===== config.mk =====
export PLATFORM = sky130hd
export DESIGN_NAME = uart_tx_arbiter
export DESIGN_NICKNAME = d
export VERILOG_FILES = /design/src/rtl/uart_tx_arbiter_pkg.sv /design/src/rtl/uart_tx_arbiter_rr_arbiter.sv /design/src/rtl/uart_tx_arbiter.sv
export SDC_FILE = /design/constraint.sdc
export NUM_CORES = 1
export LEC_CHECK = 0
export BUFFER_PORTS_ARGS = -buffer_cell sky130_fd_sc_hd__buf_2
export CAP_MARGIN = 0
export CORE_MARGIN = 2
export CORE_UTILIZATION = 43
export CTS_CLUSTER_SIZE = 14
export DETAILED_ROUTE_END_ITERATION = 12
export PLACE_DENSITY_LB_ADDON = 0.25
export SYNTH_ARGS = -nofsm -noshare
export SYNTH_HDL_FRONTEND = slang
export SYNTH_SLANG_ARGS = --single-unit

===== constraint.sdc =====
create_clock -name clk -period 2.2 [get_ports clk]
set_input_delay 0.44 -clock clk [delete_from_list [all_inputs] [get_ports clk]]
set_output_delay 0.44 -clock clk [all_outputs]
set_load 0.01 [all_outputs]

===== src/rtl/uart_tx_arbiter_pkg.sv =====
// Shared types and constants for the UART transmit arbiter.
package uart_tx_arbiter_pkg;

   typedef enum logic [1:0] {
      ST_IDLE,
      ST_SEND,
      ST_WAIT
   } state_e;

   // 32 MHz clock, 115200 baud, 10-bit frame
   localparam int unsigned DEF_BYTE_CYCLES = 2778;
   localparam int unsigned MAX_NREQ        = 8;

endpackage


===== src/rtl/uart_tx_arbiter_rr_arbiter.sv =====
// Combinational round-robin pick: first valid requester at or after ptr, wrapping at NREQ.
module rr_arbiter
   import uart_tx_arbiter_pkg::*;
#(
   parameter int unsigned NREQ = 4
) (
   input  logic [NREQ-1:0] req,
   input  logic [2:0]      ptr,
   output logic [2:0]      idx,
   output logic            found
);

   logic [NREQ-1:0] pick_oh;

   always_comb begin
      int unsigned pos;
      pick_oh = '0;
      found   = 1'b0;
      idx     = '0;
      for (int unsigned k = 0; k < NREQ; k++) begin
         pos = 32'(ptr) + k;
         if (pos >= NREQ) pos = pos - NREQ;
         for (int unsigned j = 0; j < NREQ; j++) begin
            if (!found && (pos == j) && req[j]) begin
               found      = 1'b1;
               idx        = 3'(j);
               pick_oh[j] = 1'b1;
            end
         end
      end
   end

   logic pick_unused;
   assign pick_unused = ^pick_oh ^ (NREQ > MAX_NREQ);

endmodule


===== src/rtl/uart_tx_arbiter.sv =====
// Round-robin sharing of one UART transmitter among NREQ byte sources, paced one frame per byte.
// Define UART_ARB_LOCK_EN to let a requester keep the grant across frames via req_lock.
module uart_tx_arbiter
   import uart_tx_arbiter_pkg::*;
#(
   parameter int unsigned NREQ        = 4,
   parameter int unsigned BYTE_CYCLES = DEF_BYTE_CYCLES
) (
   input  logic              clk,
   input  logic              reset_,
   input  logic [NREQ-1:0]   req_valid,
   input  logic [8*NREQ-1:0] req_data,
   input  logic [NREQ-1:0]   req_lock,
   output logic [NREQ-1:0]   req_ack,
   output logic [7:0]        txdata,
   output logic              tx_enable,
   output logic [2:0]        grant_id,
   output logic              busy
);

   localparam int unsigned     CW       = $clog2(BYTE_CYCLES);
   // SEND + (CNT_LOAD+1) WAIT cycles + decision cycle in IDLE = BYTE_CYCLES
   localparam logic [CW-1:0]   CNT_LOAD = CW'(BYTE_CYCLES - 3);

   state_e          state_q, state_d;
   logic [CW-1:0]   cnt_q, cnt_d;
   logic [2:0]      ptr_q, ptr_d;
   logic [2:0]      grant_q, grant_d;
   logic [7:0]      txdata_q, txdata_d;

   logic [2:0]      rr_idx;
   logic            rr_found;
   logic            grant_en;
   logic [2:0]      win;

   rr_arbiter #(.NREQ(NREQ)) u_rr (
      .req   (req_valid),
      .ptr   (ptr_q),
      .idx   (rr_idx),
      .found (rr_found)
   );

`ifdef UART_ARB_LOCK_EN
   logic lock_q, lock_d;
   logic cur_valid, cur_lock;

   always_comb begin
      cur_valid = 1'b0;
      cur_lock  = 1'b0;
      for (int unsigned j = 0; j < NREQ; j++) begin
         if (grant_q == 3'(j)) begin
            cur_valid = req_valid[j];
            cur_lock  = req_lock[j];
         end
      end
   end

   always_comb begin
      lock_d = lock_q;
      if (state_q == ST_WAIT && cnt_q == '0) lock_d = cur_lock;
   end

   always_ff @(posedge clk) begin
      if (!reset_) lock_q <= 1'b0;
      else         lock_q <= lock_d;
   end

   // A held lock grants only its owner, even if that means granting nothing
   always_comb begin
      if (lock_q && cur_lock) begin
         grant_en = cur_valid;
         win      = grant_q;
      end else begin
         grant_en = rr_found;
         win      = rr_idx;
      end
   end
`else
   logic lock_unused;
   assign lock_unused = ^req_lock;
   assign grant_en    = rr_found;
   assign win         = rr_idx;
`endif

   always_comb begin
      state_d  = state_q;
      cnt_d    = cnt_q;
      ptr_d    = ptr_q;
      grant_d  = grant_q;
      txdata_d = txdata_q;
      case (state_q)
         ST_IDLE: begin
            if (grant_en) begin
               state_d = ST_SEND;
               grant_d = win;
               ptr_d   = (win == 3'(NREQ - 1)) ? '0 : win + 3'd1;
               for (int unsigned j = 0; j < NREQ; j++) begin
                  if (win == 3'(j)) txdata_d = req_data[8*j +: 8];
               end
            end
         end
         ST_SEND: begin
            cnt_d   = CNT_LOAD;
            state_d = ST_WAIT;
         end
         ST_WAIT: begin
            if (cnt_q == '0) state_d = ST_IDLE;
            else             cnt_d   = cnt_q - CW'(1);
         end
         default: state_d = ST_IDLE;
      endcase
   end

   always_ff @(posedge clk) begin
      if (!reset_) begin
         state_q  <= ST_IDLE;
         cnt_q    <= '0;
         ptr_q    <= '0;
         grant_q  <= '0;
         txdata_q <= '0;
      end else begin
         state_q  <= state_d;
         cnt_q    <= cnt_d;
         ptr_q    <= ptr_d;
         grant_q  <= grant_d;
         txdata_q <= txdata_d;
      end
   end

   always_comb begin
      req_ack = '0;
      for (int unsigned j = 0; j < NREQ; j++) begin
         req_ack[j] = (state_q == ST_SEND) && (grant_q == 3'(j));
      end
   end

   assign tx_enable = (state_q == ST_SEND);
   assign busy      = (state_q != ST_IDLE);
   assign txdata    = txdata_q;
   assign grant_id  = grant_q;

endmodule

-- Word-level counts from Yosys, hierarchy flattened
Index checks and enable logic that the tools add are counted.
- muxes and demuxes: 45
- reductions and logical operators: 65
- add/sub/neg operators: 9
- magnitude comparators: 4
- eq/ne operators: 23
- operators by type and width (kind ; number):
    == test 32 x 2 -> 1 bit (second input constant) ; 8
    == test 32 x 1 -> 1 bit (second input constant) ; 4
    zero test 32 bit ; 4
    2-to-1 mux 32 bit ; 4
    >= comparator 32 x 3 -> 1 bit (second input constant) ; 3
    subtractor 32 x 3 -> 32 bit (second input constant) ; 3
    logical AND 1 bit ; 35
    2-to-1 mux 2 bit ; 16
    2-to-1 mux 8 bit ; 4
    one-hot mux 12 bit (2 select lines) ; 1
    2-to-1 mux 1 bit ; 17
    zero test 1 bit ; 15
    == test 3 x 2 -> 1 bit (second input constant) ; 4
    zero test 12 bit ; 1
    2-to-1 mux 12 bit ; 1
    subtractor 12 x 1 -> 12 bit (second input constant) ; 1
    adder 3 x 2 -> 4 bit (second input constant) ; 2
    == test 3 x 1 -> 1 bit (second input constant) ; 2
    zero test 3 bit ; 2
    inequality test 2 bit (second input constant) ; 3
    one-hot mux 2 bit (3 select lines) ; 1
    AND reduction 2 bit ; 3
    adder 3 x 1 -> 4 bit (second input constant) ; 1
    nonzero test 2 bit ; 2
    9 further kinds ; 9
- output and inout port bits: 17
- bits in registers: 28
- word-level logic and storage cells: 151
- bits of input ports: 42

-- Logic depth before layout (Yosys ltp)
- depth after elaboration: 70
- mapped depth: 10
- gate-level depth less buffers: 9

-- Modules after synthesis
A second synthesis with hierarchy kept.
- cell total of the unflattened synthesis: 223
- area, all modules: 1889.3 sq um
- modules (own cells, without submodules) (module ; seq. area each (sq um) ; area an instance (sq um) ; instances ; cells each):
    uart_tx_arbiter ; 560.5 ; 1671.6 ; 1 ; 192
    rr_arbiter ; 0.0 ; 217.7 ; 1 ; 31

-- Least setup slack after synthesis
OpenSTA, ideal clock, no wires.
- kind: reg-to-reg
- start: register ptr_q[1]
- end: register txdata_q[0] (netlist: txdata[0])
- arrival time: 2.031 ns
- path buffers: 1
- clock period less this slack: 2.153 ns
- stages on the path, launching flop included: 10
- data required time: 2.078 ns
- slack: 0.047 ns
- library setup time: 0.122 ns
- cells stage by stage: dfxtp_1 > mux2i_1 > nor2_1 > nor3_1 > ha_1 > clkbuf_1 > mux2i_1 > o21ai_0 > mux2i_1 > a21oi_1
- cells in the longest elaborated chain, start to end: 69
- elaborated cells between the ends (all ways): 117
- those cells by class: 7 x add/sub; 4 x order compare; 15 x eq/ne; 38 x mux; 53 x reduce/logical
- ends and longest elaborated chain (what ; RTL line ; text):
    from (decl) ; uart_tx_arbiter.sv:27 ; logic [2:0] ptr_q, ptr_d;
    from (signal assigned) ; uart_tx_arbiter.sv:124 ; ptr_q <= ptr_d;
    subtractor 3 x 3 -> 4 bit or >= comparator 3 bit (tied branches) ; uart_tx_arbiter_rr_arbiter.sv:22 ; if (pos >= NREQ) pos = pos - NREQ;
    2-to-1 mux 32 bit ; uart_tx_arbiter_rr_arbiter.sv:22 ;
    zero test 32 bit ; uart_tx_arbiter_rr_arbiter.sv:24 ; if (!found && (pos == j) && req[j]) begin
    logical AND 1 bit ; uart_tx_arbiter_rr_arbiter.sv:24 ;
    2-to-1 mux 1 bit ; uart_tx_arbiter_rr_arbiter.sv:24 ;
    zero test 1 bit ; uart_tx_arbiter_rr_arbiter.sv:24 ;
    logical AND 1 bit (2 in series) ; uart_tx_arbiter_rr_arbiter.sv:24 ;
    2-to-1 mux 1 bit ; uart_tx_arbiter_rr_arbiter.sv:24 ;
    (+49 left out) ; - ;
    logical AND 1 bit (2 in series) ; uart_tx_arbiter_rr_arbiter.sv:24 ;
    2-to-1 mux 1 bit ; uart_tx_arbiter_rr_arbiter.sv:24 ;
    zero test 1 bit ; uart_tx_arbiter_rr_arbiter.sv:24 ;
    logical AND 1 bit (2 in series) ; uart_tx_arbiter_rr_arbiter.sv:24 ;
    2-to-1 mux 2 bit * ; uart_tx_arbiter_rr_arbiter.sv:24 ;
    via rr_idx[0] ; uart_tx_arbiter.sv:31 ; logic [2:0] rr_idx;
    == test 3 x 1 -> 1 bit ; uart_tx_arbiter.sv:98 ; if (win == 3'(j)) txdata_d = req_data[8*j +: 8];
    2-to-1 mux 8 bit (3 in series) ; uart_tx_arbiter.sv:98 ;
    to (signal assigned) ; uart_tx_arbiter.sv:126 ; txdata_q <= txdata_d;
    to (decl) ; uart_tx_arbiter.sv:29 ; logic [7:0] txdata_q, txdata_d;
Mark *: on every way through the listed nets, which the timed path passes. The rest lies on a longest branch.
A chain may end at the register's enable or synchronous reset.

-- Worst setup path after layout
- start: register ptr_q[1]
- end: register txdata_q[6] (netlist: txdata[6])
Same word-level chain as after synthesis.

==> results.md <==
Status:
- The flow ran to the end, and the final reports show no timing, DRC or antenna violations.

Power:
- The analysis attributes to cell leakage a power of between 0.8 and 0.9 nW.
- Dividing total power by cell area gives a power density of between 700 and 800 mW/mm^2.
- The maximum VDD drop is 0.404 mV.

Clock network:
- The hold-fix buffer count after cts is 0.
- In this run the clock root is driven by a clkbuf_4.
- Buffers added to address setup during post-CTS repair amount to 0.
- CTS built an H-tree with a depth of 1.
- TritonCTS built the clock tree.
- The number of clock buffers added by TritonCTS is 3.
- Counting every sink on the clock net gives 26.
- After clock tree synthesis, the clock-pin slew on the worst setup and hold paths is 0.14 ns.
- Counting along the longest clock path gives a buffer depth of 2.
- The insertion delay to the later sink of the worst-skew pair is 0.33 ns.

Critical path:
- In this run the number of cells on the critical path is 10.
- The critical-path maximum fanout is 8.
- The critical path arrival is 2.13 ns.
- The kind of start point of the critical path is a flop.
- For flop-to-flop paths, the worst setup slack is 0.24 ns.
- The kind of critical path is reg2reg.
- The worst flop-to-flop path endpoint is txdata[6]$_SDFFE_PN0P_.
- The critical path buffer and inverter count is 2.
- Counting stages on the worst path, the most repeated cell is mux2i_1.
- The top cell family by delay on the critical path is multiplexers.
- The worst setup path endpoint is txdata[6]$_SDFFE_PN0P_.
- The start point of the critical path is ptr_q[1]$_SDFFE_PN0P_.
- On the critical path, the stage with the largest delay is an instance of dfxtp_2.
- Traced cell by cell, the critical path runs through mux2i_1 > nor2_1 > nor3_1 > buf_4 > ha_1 > buf_12 > mux2i_1 > o21ai_0 > mux2i_1 > a21oi_1.
- The type of element capturing the critical path is a flop.
- The largest stage delay on the critical path is slightly above 0.4 ns.
- The data required time of the critical path is around 2.4 ns.
- The count of cells along the worst register-to-register path is 10.
- The startpoint identified for the worst register-to-register timing path is ptr_q[1]$_SDFFE_PN0P_.

Detailed routing:
- For this block, the routed nets add up to 3160 um of wire.
- The detailed router placed roughly 1400 vias in this run.
- The detailed router's first-iteration violation count is between 100 and 150.
- Using the TritonRoute via totals, the vias-per-cell ratio works out to ~5.
- The highest metal layer with signal wires is met4.
- Summed over all nets, wire length on met2 after detailed routing comes to around 1400 um.
- The post-route antenna net violation count is 0.
- The DRC violation count after routing is 0.
- The number of iterations in the first detailed-routing pass is 4.
- Summed over all nets, wire length on met3 after detailed routing comes to between 150 and 200 um.
- After detailed routing, the wire length on met1 is between 1500 and 2000 um.
- The average detailed-routed wire length per instance is approximately 11 um.

Floorplanning:
- The die span in y is about 64 um.
- The core area is around 0.0034 mm^2.
- The floorplan step set the die width to approximately 64 um.
- The die covers 0.00410 mm^2.
- The total I/O pin count is between 50 and 60.
- The floorplan has 21 rows.
- The effective utilization at floorplan is 0.458.

Synthesis:
- In the synthesized netlist the async set-or-reset flop fraction comes to 0.
- The share of synthesized area in the top cell type comes to 0.335.
- Sorting the synthesized cells by area gives the leading types as dfxtp_1 (34%), mux2i_1 (13%), a21oi_1 (6.8%).
- After synthesis the netlist holds a flip-flop and latch count of 26.
- The count of flip-flops with a built-in enable after synthesis is 0.
- In the synthesized netlist the dominant register cell turns out to be dfxtp_1.
- After technology mapping, the gate count stands at 190.
- Summed over all instances, the cell type with the most area after synthesis is dfxtp_1.
- The post-synthesis cell type count is 42.
- The Yosys step of the flow raised 0 warnings.
- The netlist area before placement is 0.00155 mm^2.
- The number of nets in the synthesized netlist is roughly 240.
- The mean instance size in the synthesized netlist is about 8.2 um^2.
- The proportion of synthesized chip area in sequential cells is 0.335.

STA:
- The worst clock skew is approximately 0.011 ns.
- The worst hold slack across all endpoints is roughly 0.41 ns.
- The total count of max-transition violations in the final report is 0.
- The post-route setup TNS is 0 ns.
- The ratio of final minimum period to clock period is 0.889.
- The number of failing setup endpoints in the final timing report is 0.
- The number of failing hold endpoints at the final stage is 0.
- Static timing analysis puts the maximum clock frequency at ~500 MHz.
- Measured against its own limit, the worst slew margin works out to 0.401.
- At the pin with the least slew margin, the transition time is about 0.90 ns.
- For the finished layout, the period the worst path requires is around 2.0 ns.
- Setup repair after global routing left no endpoint under its margin.

Finish:
- The library cell used most frequently in the layout, excluding fill and tap cells, is buf_2.
- The multi-input combinational cells in the finished layout cover a total of roughly 950 um^2.
- The library cells used most frequently in the layout, excluding fill and tap cells, are buf_2 (53), dfxtp_1 (25), nand2_1 (23).
- The layout-stage area growth over the synthesis result is 23.2%.
- Fill cells in the final layout number 334.
- The share of cells above drive strength 1 is 0.282.
- For this run, the post-layout net count is approximately 290.
- The antenna diode count is 0.
- Registers take ~520 um^2.

Global route:
- Entering global routing, the biggest net connects 19 pins.
- The via count of the first global-routing pass is roughly 1300.
- The number of antenna violations at the first check in global routing is 0.
- The global-route wire length before repair is roughly 5500 um.
- Global routing finished with a remaining overflow of 0.
- The total routing usage reported by global routing is 0.166.

Flow run:
- The max capacitance violation total is 0.

Placement:
- The number of I/O port buffers is 53.
- The HPWL after detailed placement is ~2500 um.
- The routability-driven placement congestion ratio is about 0.82.

Hold path:
- The path category of the worst min-delay check is in2reg.
## state kept, by name (all words and copies together), names as in the netlist
register  cells
state_q       2
grant_id      2
txdata        8
cnt_q        12
ptr_q         2
## logic make-up after synthesis
family                   after synthesis  share of synthesized area
multiplexers                          20                      0.129
adder cells (fa/ha/maj)                4                     0.0323
AO/OA/AOI/OAI                         49                      0.177
XOR/XNOR                               6                     0.0339
flip-flops                            26                      0.335
other                                  1                    0.00242
buffers and inverters                 18                     0.0564
AND/OR/NAND/NOR                       66                      0.234
## per-stage QoR
step | util | cell area (um^2) | cells | total power, mW | setup WS (ns)
finish | 0.564 | 1910 | 287 | 1.45 | 0.244
global route | 0.564 | 1910 | 287 | 1.57 | 0.0446
CTS | 0.563 | 1910 | 287 | 1.46 | 0.117
detailed placement | 0.552 | 1870 | 283 | 1.22 | 0.0240
global placement | 0.552 | 1870 | 283 | 1.22 | 0.0280
floorplan | - | 1550 | 190 | 1.05 | 0.0472
## worst min-delay path by stage
stage	startpoint	to	depth (start not counted)
floorplan	ptr_q[0]$_SDFFE_PN0P_	ptr_q[0]$_SDFFE_PN0P_	2
global placement	ptr_q[0]$_SDFFE_PN0P_	ptr_q[0]$_SDFFE_PN0P_	2
detailed placement	ptr_q[0]$_SDFFE_PN0P_	ptr_q[0]$_SDFFE_PN0P_	2
CTS	req_data[28]	txdata[4]$_SDFFE_PN0P_	3
global route	req_data[25]	txdata[1]$_SDFFE_PN0P_	3
finish	req_data[28]	txdata[4]$_SDFFE_PN0P_	3
## routing by layer
| layer | global-route usage | vias up |
|---|---|---|
| met1 | 0.214 | 639 |
| met5 | 0 | - |
| met4 | 0.0353 | 0 |
| li1 | - | 771 |
| met3 | 0.0493 | 4 |
| met2 | 0.273 | 34 |
## synthesized netlist by cell type, types with 3 or more instances
cell type / instances
inv_1: 8
clkbuf_1: 5
a21oi_1: 21
nor2_1: 15
nor3_1: 5
nand2_1: 23
o21ai_0: 17
nor4_1: 3
dfxtp_1: 26
nand3_1: 3
ha_1: 4
mux2i_1: 20
xor2_1: 4
## where the power goes
group / internal, mW / leakage [nW] / switching [mW]
Clock: 0.101 / 0.0210 / 0.139
Sequential: 0.549 / 0.215 / 0.0840
Combinational: 0.287 / 0.602 / 0.292
## cell type report
cell class / count / share of cell area
inverter: 8 / 0.0157
multi-input combinational: 146 / 0.495
sequential: 26 / 0.273
tap: 46 / 0.0301
clock buffer: 4 / 0.0190
timing repair buffer: 57 / 0.168
## tightest hold or removal path, cell delays in order
cell     delay (ns)
buf_2          0.07
mux2i_1        0.05
a21oi_1        0.13
## what timing repair did
| action | in CTS | in global routing |
|---|---|---|
| setup endpoints to repair | 0 | 8 |
| hold endpoints to repair | 0 | 0 |
| resized for setup | 0 | 2 |
(Power assumes the default switching activity.)
